## src/rtl/lsu.sv

```systemverilog
// ---------------------------------------------------------------------------
// lsu -- load/store unit between the pipeline MEM stage and the data port of
// the on-chip RAM. The RAM port is word-wide, reads are registered (data one
// cycle after the enable edge) and writes are whole words only. This unit
// adds sub-word loads with sign/zero extension, sub-word stores done as a
// read-modify-write, and range / size / alignment checks.
//
// Optional feature macro: LSU_MISALIGN_EXC_EN
//   defined   : a misaligned half or word request is rejected with resp_err.
//   undefined : the low address bits that a half or word does not use are
//               ignored.
//
// Ports:
//   clk, rst          clock (posedge) and synchronous active-high reset
//   req_valid/ready   request handshake; ready is high only in IDLE
//   req_we            1 = store, 0 = load
//   req_size          00 byte, 01 half, 10 word, 11 illegal
//   req_unsigned      zero-extend sub-word loads
//   req_addr          byte address
//   req_wdata         right-aligned store data
//   resp_valid        one-cycle completion pulse
//   resp_err          request rejected (valid with resp_valid)
//   resp_rdata        extended load data, 0 for stores and errors
//   mem_ena/rw        RAM port enable and direction (0 read, 1 write)
//   mem_addr          word-aligned RAM address
//   mem_wdata         full word written to RAM
//   mem_rdata         RAM read data
// ---------------------------------------------------------------------------
module lsu #(
   parameter logic [31:0] ADDR_LIMIT = 32'h0001_0000
) (
   input  logic        clk,
   input  logic        rst,
   input  logic        req_valid,
   output logic        req_ready,
   input  logic        req_we,
   input  logic [1:0]  req_size,
   input  logic        req_unsigned,
   input  logic [31:0] req_addr,
   input  logic [31:0] req_wdata,
   output logic        resp_valid,
   output logic        resp_err,
   output logic [31:0] resp_rdata,
   output logic        mem_ena,
   output logic        mem_rw,
   output logic [31:0] mem_addr,
   output logic [31:0] mem_wdata,
   input  logic [31:0] mem_rdata
);

   localparam logic MEM_READ  = 1'b0;
   localparam logic MEM_WRITE = 1'b1;

   localparam logic [2:0] S_IDLE = 3'd0;
   localparam logic [2:0] S_RD   = 3'd1;
   localparam logic [2:0] S_CAP  = 3'd2;
   localparam logic [2:0] S_WR   = 3'd3;
   localparam logic [2:0] S_RESP = 3'd4;
   localparam logic [2:0] S_ERR  = 3'd5;

   localparam logic [1:0] SZ_BYTE = 2'b00;
   localparam logic [1:0] SZ_HALF = 2'b01;
   localparam logic [1:0] SZ_WORD = 2'b10;

   logic [2:0]  state;
   logic        we_q;
   logic [1:0]  size_q;
   logic        uns_q;
   logic [31:0] addr_q;
   logic [31:0] store_q;
   logic [31:0] result_q;

   logic        misalign;
   logic        req_bad;
   logic [7:0]  byte_val;
   logic [15:0] half_val;
   logic [31:0] load_val;
   logic [31:0] merged;

   // Alignment check on the incoming request; without the feature the unused
   // low address bits are simply ignored further down.
`ifdef LSU_MISALIGN_EXC_EN
   assign misalign = ((req_size == SZ_HALF) && req_addr[0]) ||
                     ((req_size == SZ_WORD) && (req_addr[1:0] != 2'b00));
`else
   assign misalign = 1'b0;
`endif

   assign req_bad = (req_size == 2'b11) || (req_addr >= ADDR_LIMIT) || misalign;

   // Lane extraction and extension of the returned word for loads, and the
   // read-modify-write merge for sub-word stores. Both only matter in CAP,
   // when mem_rdata holds the word read in RD.
   always_comb begin
      byte_val = 8'h00;
      case (addr_q[1:0])
         2'd0:    byte_val = mem_rdata[7:0];
         2'd1:    byte_val = mem_rdata[15:8];
         2'd2:    byte_val = mem_rdata[23:16];
         default: byte_val = mem_rdata[31:24];
      endcase
      half_val = addr_q[1] ? mem_rdata[31:16] : mem_rdata[15:0];

      load_val = mem_rdata;
      if (size_q == SZ_BYTE) begin
         load_val = uns_q ? {24'h000000, byte_val} : {{24{byte_val[7]}}, byte_val};
      end else if (size_q == SZ_HALF) begin
         load_val = uns_q ? {16'h0000, half_val} : {{16{half_val[15]}}, half_val};
      end

      merged = mem_rdata;
      if (size_q == SZ_BYTE) begin
         merged[{addr_q[1:0], 3'b000} +: 8] = store_q[7:0];
      end else begin
         merged[{addr_q[1], 4'b0000} +: 16] = store_q[15:0];
      end
   end

   // Main sequencer. The request is latched on accept; the result register
   // only changes when a response is produced, so resp_rdata holds the last
   // response value in between.
   always_ff @(posedge clk) begin
      if (rst) begin
         state    <= S_IDLE;
         we_q     <= 1'b0;
         size_q   <= 2'b00;
         uns_q    <= 1'b0;
         addr_q   <= 32'h0;
         store_q  <= 32'h0;
         result_q <= 32'h0;
      end else begin
         case (state)
            S_IDLE: begin
               if (req_valid) begin
                  we_q    <= req_we;
                  size_q  <= req_size;
                  uns_q   <= req_unsigned;
                  addr_q  <= req_addr;
                  store_q <= req_wdata;
                  if (req_bad) begin
                     result_q <= 32'h0;
                     state    <= S_ERR;
                  end else if (req_we && (req_size == SZ_WORD)) begin
                     state <= S_WR;
                  end else begin
                     state <= S_RD;
                  end
               end
            end
            S_RD: begin
               state <= S_CAP;
            end
            S_CAP: begin
               if (we_q) begin
                  store_q <= merged;
                  state   <= S_WR;
               end else begin
                  result_q <= load_val;
                  state    <= S_RESP;
               end
            end
            S_WR: begin
               result_q <= 32'h0;
               state    <= S_RESP;
            end
            S_RESP:  state <= S_IDLE;
            S_ERR:   state <= S_IDLE;
            default: state <= S_IDLE;
         endcase
      end
   end

   // Outputs are decoded from state and the latched request. The enable is
   // gated by rst so a reset landing in the WR cycle suppresses the write.
   assign req_ready  = (state == S_IDLE);
   assign resp_valid = (state == S_RESP) || (state == S_ERR);
   assign resp_err   = (state == S_ERR);
   assign resp_rdata = result_q;
   assign mem_ena    = ((state == S_RD) || (state == S_WR)) && !rst;
   assign mem_rw     = (state == S_WR) ? MEM_WRITE : MEM_READ;
   assign mem_addr   = {addr_q[31:2], 2'b00};
   assign mem_wdata  = store_q;

endmodule

```

## config.mk

```make
export PLATFORM = sky130hd
export DESIGN_NAME = lsu
export DESIGN_NICKNAME = d
export VERILOG_FILES = /design/src/rtl/lsu.sv
export SDC_FILE = /design/constraint.sdc
export NUM_CORES = 1
export LEC_CHECK = 0
export CAP_MARGIN = 30
export CORE_MARGIN = 2
export CORE_UTILIZATION = 35
export DETAILED_ROUTE_END_ITERATION = 12
export PLACE_DENSITY = 0.63
export REMOVE_ABC_BUFFERS = 1
export SYNTH_ARGS = -nofsm -noshare
export SYNTH_HDL_FRONTEND = slang
export SYNTH_SLANG_ARGS = --single-unit
```

## constraint.sdc

```tcl
create_clock -name clk -period 3.3 [get_ports clk]
set_clock_uncertainty 0.2 [all_clocks]
set_input_delay 0.825 -clock clk [delete_from_list [all_inputs] [get_ports clk]]
set_output_delay 0.825 -clock clk [all_outputs]
set_load 0.01 [all_outputs]
```

# ---- After elaboration in Yosys (flattened, before gate mapping)
# Cells that the tools add are included.
# Widths: inputs -> output; s select.
dict set report classes {
  n_lt_le_gt_ge 1
  n_mux 22
  n_shift 4
  reduce_logical 14
  n_eq_ne 14
  n_addsub 2
}
# cell count
set op_table {}
lappend op_table {{$mux 32} 10}
lappend op_table {{$pmux 32 s3} 1}
lappend op_table {{$bwmux 32} 2}
lappend op_table {{$pmux 32 s2} 1}
lappend op_table {{$ge 32x17->1 const B} 1}
lappend op_table {{$shift 16x7->32 const A} 1}
lappend op_table {{$shift 8x7->32 const A} 1}
lappend op_table {{$shiftx 16x7->32} 1}
lappend op_table {{$shiftx 8x7->32} 1}
lappend op_table {{$pmux 8 s3} 1}
lappend op_table {{$mux 16} 1}
lappend op_table {{$neg 5->7} 2}
lappend op_table {{$pmux 3 s4} 1}
lappend op_table {{$mux 3} 3}
lappend op_table {{$eq 2x2->1 const B} 3}
lappend op_table {{$eq 3x2->1 const B} 2}
lappend op_table {{$eq 3x3->1 const B} 2}
lappend op_table {{$ne 2x2->1 const B} 3}
lappend op_table {{$eq 2x1->1 const B} 2}
lappend op_table {{$logic_not 2->1} 2}
lappend op_table {{$reduce_and 4->1} 1}
lappend op_table {{$eq 3x1->1 const B} 1}
lappend op_table {{$logic_not 3->1} 1}
lappend op_table {{$logic_or 1x1->1} 3}
lappend op_table {{other kinds (9)} 10}
dict set report word_totals {
  inputBits 103
  wordCells 64
  output_inout_bits 101
  register_bits 103
}

# ---- Logic depth before layout (Yosys ltp)
# Gate-level depths: netlist (run 1).
dict set report depth {
  ltp_word 6
  depth_mapped 10
  mapped_depth_nobuf 7
}

# ---- Worst setup path after synthesis (run 1)
# No wires, ideal clock.
dict set report synth_path {
  path_type {reg-to-reg}
  start {register addr_q[1]}
  end {register result_q[11], in the netlist resp_rdata[11]}
  path_slack_ps 508
  arrival_ps 2460
  path_stages_with_launch 11
  required_ps 2968
  period_less_slack_ps 2792
  cell_sequence {dfxtp_1 -> buf_1 -> inv_1 -> ha_1 -> clkbuf_1 -> a22o_1 -> a211oi_1 -> o41ai_4 -> buf_6 -> o2111ai_1 -> a21oi_1}
}
dict set report synth_between {
  elab_chain_cells 6
  word_cells_on_any_way 11
}
# element line
set synth_lines {}
lappend synth_lines {{start: declaration} 69} ;# logic [31:0] addr_q;
lappend synth_lines {{start signal: assignment} 138} ;# addr_q <= req_addr;
lappend synth_lines {{$eq 2x2->1, or another cell as far along} 96} ;# case (addr_q[1:0])
lappend synth_lines {{$pmux 8 s3 / $mux 32 (equally long branches)} {96, 108}}
lappend synth_lines {{$mux 32 (on tied branches)} {106, 107}}
lappend synth_lines {{$mux 32 *} 105} ;# if (size_q == SZ_BYTE) begin
lappend synth_lines {{$mux 32 *} 154} ;# if (we_q) begin
lappend synth_lines {{$pmux 32 s3 *} 132} ;# case (state)
lappend synth_lines {{end signal: assignment} 158} ;# result_q <= load_val;
lappend synth_lines {{end: declaration} 71} ;# logic [31:0] result_q;
# Every way passes the cells marked *; elsewhere a longest branch is shown, timed or not. The select of a mux whose other input is x is not followed.
# A chain may end at the register's enable or synchronous reset.

# ---- Worst setup path after layout (run 1)
dict set report layout_path {
  start {input req_addr[21]}
  end {register state[1]}
}
dict set report layout_between {
  elab_chain_cells 5
}
# element line
set layout_lines {}
lappend layout_lines {{start: declaration} 39} ;# input logic [31:0] req_addr,
lappend layout_lines {{$ge 32x17->1} 89} ;# assign req_bad = (req_size == 2'b11) || (req_addr >= ADDR_LIMIT) || misalign;
lappend layout_lines {{$logic_or 1x1->1} 89}
lappend layout_lines {{$mux 3} 140} ;# if (req_bad) begin
lappend layout_lines {{$mux 3} 134} ;# if (req_valid) begin
lappend layout_lines {{$pmux 3 s4} 132}
lappend layout_lines {{end signal: assignment} 142} ;# state <= S_ERR;
lappend layout_lines {{end signal: assignment} 144} ;# state <= S_WR;
lappend layout_lines {{end signal: assignment} 146} ;# state <= S_RD;
lappend layout_lines {{end: declaration} 65} ;# logic [2:0] state;
# No other way between the ends. The select of a mux whose other input is x is not followed.

==> results of run 1 <==
[cell usage in the layout, fill, tap and decap left out, types with 2 or more instances in the layout]
| master | synthesis | layout |
|---|---|---|
| nor4_1 | 4 | 4 |
| clkbuf_16 | 0 | 9 |
| inv_1 | 21 | 21 |
| clkdlybuf4s50_1 | 0 | 200 |
| a221oi_1 | 16 | 16 |
| o211ai_1 | 9 | 9 |
| dfxtp_1 | 103 | 103 |
| nor2b_1 | 2 | 2 |
| bufinv_16 | 0 | 3 |
| o21ai_0 | 38 | 38 |
| ha_1 | 6 | 6 |
| a21oi_1 | 92 | 92 |
| nor3_1 | 11 | 11 |
| nand2b_1 | 3 | 3 |
| nand2_1 | 149 | 149 |
| a311oi_1 | 9 | 9 |
| buf_4 | 32 | 25 |
| o22ai_1 | 10 | 10 |
| and3_1 | 2 | 2 |
| mux2i_1 | 17 | 17 |
| a22oi_1 | 15 | 15 |
| o2111ai_1 | 24 | 24 |
| a211oi_1 | 16 | 16 |
| nor2_1 | 48 | 48 |
| conb_1 | 1 | 2 |
[per-stage QoR]
| stage | power, mW | cell area [sq um] | hold slack (ps) |
|---|---|---|---|
| 2_1_floorplan | 1.73 | 4940 | 252 |
| 3_3_place_gp | 2.18 | 7380 | 242 |
| 3_5_place_dp | 2.20 | 7410 | 244 |
| 4_1_cts | 3.44 | 7750 | 255 |
| 5_1_grt | 3.56 | 7750 | 272 |
| 6_report | 3.41 | 7750 | 253 |
[final cells by class]
class	instances	area, sq um
clock buffers	9	225
clock inverters	7	120
fillers	1440	7390
inverters	21	78.8
multi-input cells	496	2800
flip-flops and latches	103	2060
well taps	188	235
repair buffers	227	2240
[cell families after synthesis]
group | synth area share (%)
other | 0.0692
buffers and inverters | 10.4
DFF | 38.1
muxes | 3.14
AOI/OAI and AO/OA | 28.9
and+or+nand+nor | 18.0
adders and majority gates | 1.39
[metal layers]
| layer | track usage (%) | share of wire [%] |
|---|---|---|
| met5 | 0 | 0 |
| met4 | 8.86 | 2.3 |
| met3 | 2.79 | 6.4 |
| met2 | 38.5 | 47 |
| met1 | 32.6 | 44 |
[sequential cells by signal (all words and copies together), names as in the netlist]
register and cells:
we_q 1, mem_wdata 32, uns_q 1, size_q 2
resp_rdata 32, addr_q 32, state 3
[critical path: stages]
cell and delay [ps]:
clkdlybuf4s50_1 420, nor4_1 390, nand4_1 260, nor4_1 340, a221oi_1 110, a2111oi_0 430
[synthesized netlist by cell type (2+ instances only)]
master,count
a211oi_1,16
a21oi_1,92
a221oi_1,16
a22oi_1,15
a311oi_1,9
and3_1,2
buf_1,2
buf_2,3
buf_4,32
buf_6,4
clkbuf_1,47
dfxtp_1,103
ha_1,6
inv_1,21
mux2i_1,17
nand2_1,149
nand2b_1,3
nor2_1,48
nor2b_1,2
nor3_1,11
nor4_1,4
o2111ai_1,24
o211ai_1,9
o21ai_0,38
o22ai_1,10
[path summary, 6_finish.rpt]
kind	startpoint	endpoint	slack [ps]	cells past startpoint
hold / removal	resp_rdata[17]	resp_rdata[17]	250	2
setup / recovery	req_addr[21]	state[1]	540	6
hold reg to reg	resp_rdata[17]	resp_rdata[17]	250	2
setup reg to reg	addr_q[0]	resp_rdata[26]	580	8
[power breakdown]
part | switching (mW) | total, mW | internal (mW)
combinational | 0.396 | 0.779 | 0.383
clock | 0.488 | 1.23 | 0.744
sequential | 0.0754 | 1.40 | 1.32
==> impl_metrics.yaml, run 1 <==
place:
  routabilityCongestion: 0.858
  portBuffers: 201
  dp_hpwl_um: 14500
  pre_cts_ws_ps: 121
  place_inst: 1035
routing:
  drt-initial-drc-count: 498
  vias: 5848
  drt_wl_total_um: 19900
  ant_nets: 0
  via_per_inst: 5.56
  drcViolationCount: 0
  wl_per_cell_um: 18.9
  firstDrtPassIters: 9
yosys:
  yosysTopAreaCell: "dfxtp_1"
  synthArstFlopShare_pct: 0
  synth_area_sq_um: 5420
  ys_types: 49
  ys_ff_latch: 103
  ys.flop_type: "dfxtp_1"
  synth-edff-count: 0
  syn_area_per_cell_sq_um: 7.66
  synthTopCellsByArea: "dfxtp_1 (38%), nand2_1 (10%), a21oi_1 (8.5%)"
  yosysWarnings: 0
  synth_top_cell_area_share_pct: 38.1
  syn_inst: 707
  synth_seq_area_share_pct: 38.1
clock_tree:
  clockBufferDepth: 2
  postCtsHoldBufs: 0
  cts_tree: "yes"
  cts-buffers-inserted: 9
  cts-root-buf: "clkbuf_16"
  cts_setup_buffers: 0
  cts.sinks: 103
  post_cts_resized: 0
  clkLatencyLatePin_ps: 340
  clkTransAtPathRegs_ps: 80
  htreeDepth: 3
floorplanning:
  die_y_um: 128
  core.rowCount: 45
  core_sq_um: 15100
  initial_core_util_pct: 35.8
  fp.dieW_um: 128
  die-area_sq_um: 16500
  io_pins: 204
grt:
  grt_max_degree: 61
  overflow: 0
  grt_pass1_vias: 5654
  antenna_found_initial: 0
  grt_pass1_wl_um: 30700
  globalRouteTotalUtil_pct: 23.8
setup_path:
  cp.arrival_ps: 2770
  worst_setup_path_end_kind: "register"
  critical_path_class: "input port to register"
  crit_required_ps: 3310
  worst-path-max-fanout: 3
  critical_path.startpoint_type: "input port"
cells_and_area:
  area_growth_pct: 43.1
  utilization_pct: 51.2
  layout.cells.non_filler: 1051
  final_layout_size_suffix_gt1_share_pct: 5.91
  final_net_count: 967
  diodes: 0
sta:
  finalSetupViolCount: 0
  finalCritPeriodShare_pct: 83.6
  hold_viol_final: 0
  timing.final.ws_setup_ps: 540
  fmax_mhz: 362
  fin_crit_ps: 2760
  setup_tns_ps: 0
  relSlewSlack_pct: 50.4
  drv_slew: 0
  grt_setup_unrepaired: "no"
  worst_slew_pin_slew_ps: 744
pwr:
  ir_drop_mv: 0.263
  p_leak_nw: 2.77
  power_density_nw_per_um2: 440
flow_run:
  max_cap_viol_count: 0
hold_path:
  hold_class: "register to register"
outcome:
  status: "finished, final reports clean"
Note: power is estimated with default switching activity, not from simulation.
==> run 2, diff against run 1 <==
- PLACE_DENSITY: 0.63 -> 0.65
- clock period: 3.3 -> 2.5 ns (I/O delays scaled with it)
==> run 2 against run 1 <==
Effect of this change:
- worst setup slack worse by 500 ps
- first-iteration DRC count is 22% higher
- cell area up 4.5%
- global-route usage is 0.67 points lower
==> impl_metrics.yaml, run 2 (same netlist as run 1, synthesis figures left out) <==
cells_and_area:
  final_layout_size_suffix_gt1_share_pct: 10.5
  final_net_count: 1001
  stdcell_area_sq_um: 8110
  fillers: 1439
  diodes: 0
  area_growth_pct: 49.7
  mostFrequentLayoutCells: "clkdlybuf4s50_1 (196), nand2_1 (149), dfxtp_1 (100)"
  final_common_cell: "clkdlybuf4s50_1"
grt:
  grt_pass1_vias: 5328
  grt_pass1_wl_um: 29800
  antenna_found_initial: 0
  globalRouteTotalUtil_pct: 23.1
  grt_max_degree: 104
  overflow: 0
pwr:
  p_leak_nw: 2.99
  ir_drop_mv: 0.276
  power_density_nw_per_um2: 529
setup_path:
  crit_chain: "clkdlybuf4s50_1 -> or4_4 -> a21o_1 -> o211a_4 -> clkbuf_16 -> o2111ai_1 -> a21oi_1"
  cp_slowest_stage_delay_ps: 550
  critical_path.top_delay_family: "compound AO/OA/AOI/OAI gates"
  slowest_stage: "or4_4"
  worstRegToRegCells: 9
  crit_buf_inv: 2
  critical_path_class: "input port to register"
  crit_required_ps: 2520
  cp.arrival_ps: 2480
  worst_setup_path_end_kind: "register"
  worst-path-max-fanout: 16
  path_depth: 7
  critical_path.startpoint_type: "input port"
clock_tree:
  clockBufferDepth: 2
  clkTransAtPathRegs_ps: 70
  clkLatencyLatePin_ps: 350
  cts_tree: "yes"
  postCtsHoldBufs: 0
  htreeDepth: 3
  cts-buffers-inserted: 9
  cts-root-buf: "clkbuf_16"
  cts.sinks: 103
sta:
  finalCritPeriodShare_pct: 98.6
  hold_viol_final: 0
  hold_ws_ps: 252
  finalSetupViolCount: 0
  fin_crit_ps: 2460
  relSlewSlack_pct: 65.3
  drv_slew: 0
  worst_slew_pin_slew_ps: 517
  fmax_mhz: 406
place:
  routabilityCongestion: 0.852
  dp_hpwl_um: 14000
  placed_area_sq_um: 7680
  portBuffers: 201
routing:
  via_per_inst: 5.40
  firstDrtPassIters: 5
  ant_nets: 0
  drt-initial-drc-count: 606
  vias: 5858
  wl_per_cell_um: 18.1
  drcViolationCount: 0
  drt_wl_total_um: 19600
hold_path:
  hold_class: "register to register"
  hold_depth: 2
floorplanning:
  core_sq_um: 15100
  core.rowCount: 45
  die_y_um: 128
  initial_core_util_pct: 35.8
  io_pins: 204
  die-area_sq_um: 16500
  fp.dieW_um: 128
flow_run:
  max_cap_viol_count: 0
outcome:
  status: "finished, final reports clean"
==> run 2: changes by cell type in the layout (fill, tap and decap cells not counted), sizes merged, moves of 3 or more <==
cell,delta
bufinv,-3
clkdlybuf4s50,-4
dlymetal6s2s,+3
buf,+31
clkbuf,+8
==> run 2: routing by layer <==
layer	global-route usage, %	wire length, um
met1	33.4	9210
met2	34.9	8960
met3	3.12	1040
met4	8.92	411
met5	0	0
==> run 2: timing repair <==
action | 4_1_cts | 5_1_grt
gates cloned | 0 | 3
setup buffers | 0 | 1
gates resized for setup | 5 | 16
endpoints found under the setup margin | 5 | 39
pin swaps | 0 | 7
endpoints found under the hold margin | 0 | 0
==> run 2: final cells by class <==
class | count | area, sq um | area share [%]
Timing Repair Buffer | 261 | 2610 | 32.1
Multi-Input combinational cell | 496 | 2860 | 35.3
Clock buffer | 14 | 254 | 3.13
Sequential cell | 103 | 2070 | 25.5
Clock inverter | 1 | 5.00 | 0.0617
Tap cell | 188 | 235 | 2.90
Inverter | 21 | 78.8 | 0.972
==> run 2: report_power, final <==
| group | total, mW | switching, mW | internal (mW) | leakage [nW] |
|---|---|---|---|---|
| registers | 1.84 | 0.0944 | 1.75 | 0.845 |
| logic | 1.14 | 0.551 | 0.589 | 2.02 |
| clock network | 1.30 | 0.604 | 0.698 | 0.127 |
| total | 4.29 | 1.25 | 3.04 | 2.99 |
==> run 2: worst min-delay path: cells and delay by family, from the launching register on <==
kind | cells | cell delay [ps]
flops | 1 | 310
compound gates | 1 | 50
simple gates | 1 | 50
==> run 2: stage by stage <==
step                setup TNS, ps  cells  utilization [%]  total power [mW]  setup WS (ps)
CTS                             0   1080             52.5              4.26           31.3
detailed placement         -10760   1065             50.7              2.95           -322
floorplan                  -14590    620                -              2.28           -451
finish                          0   1084             53.5              4.29           35.7
global route                -22.9   1084             53.5              4.47          -11.1
global placement            -9890   1065             50.7              2.95           -299
==> run 2: path summary, 6_finish.rpt <==
| kind | endpoint | slack (ps) | start |
|---|---|---|---|
| hold / removal | addr_q[13] | 250 | addr_q[13] |
| setup / recovery | resp_rdata[31] | 40 | req_addr[18] |
| setup reg to reg | resp_rdata[19] | 190 | addr_q[0] |
| hold reg to reg | addr_q[13] | 250 | addr_q[13] |
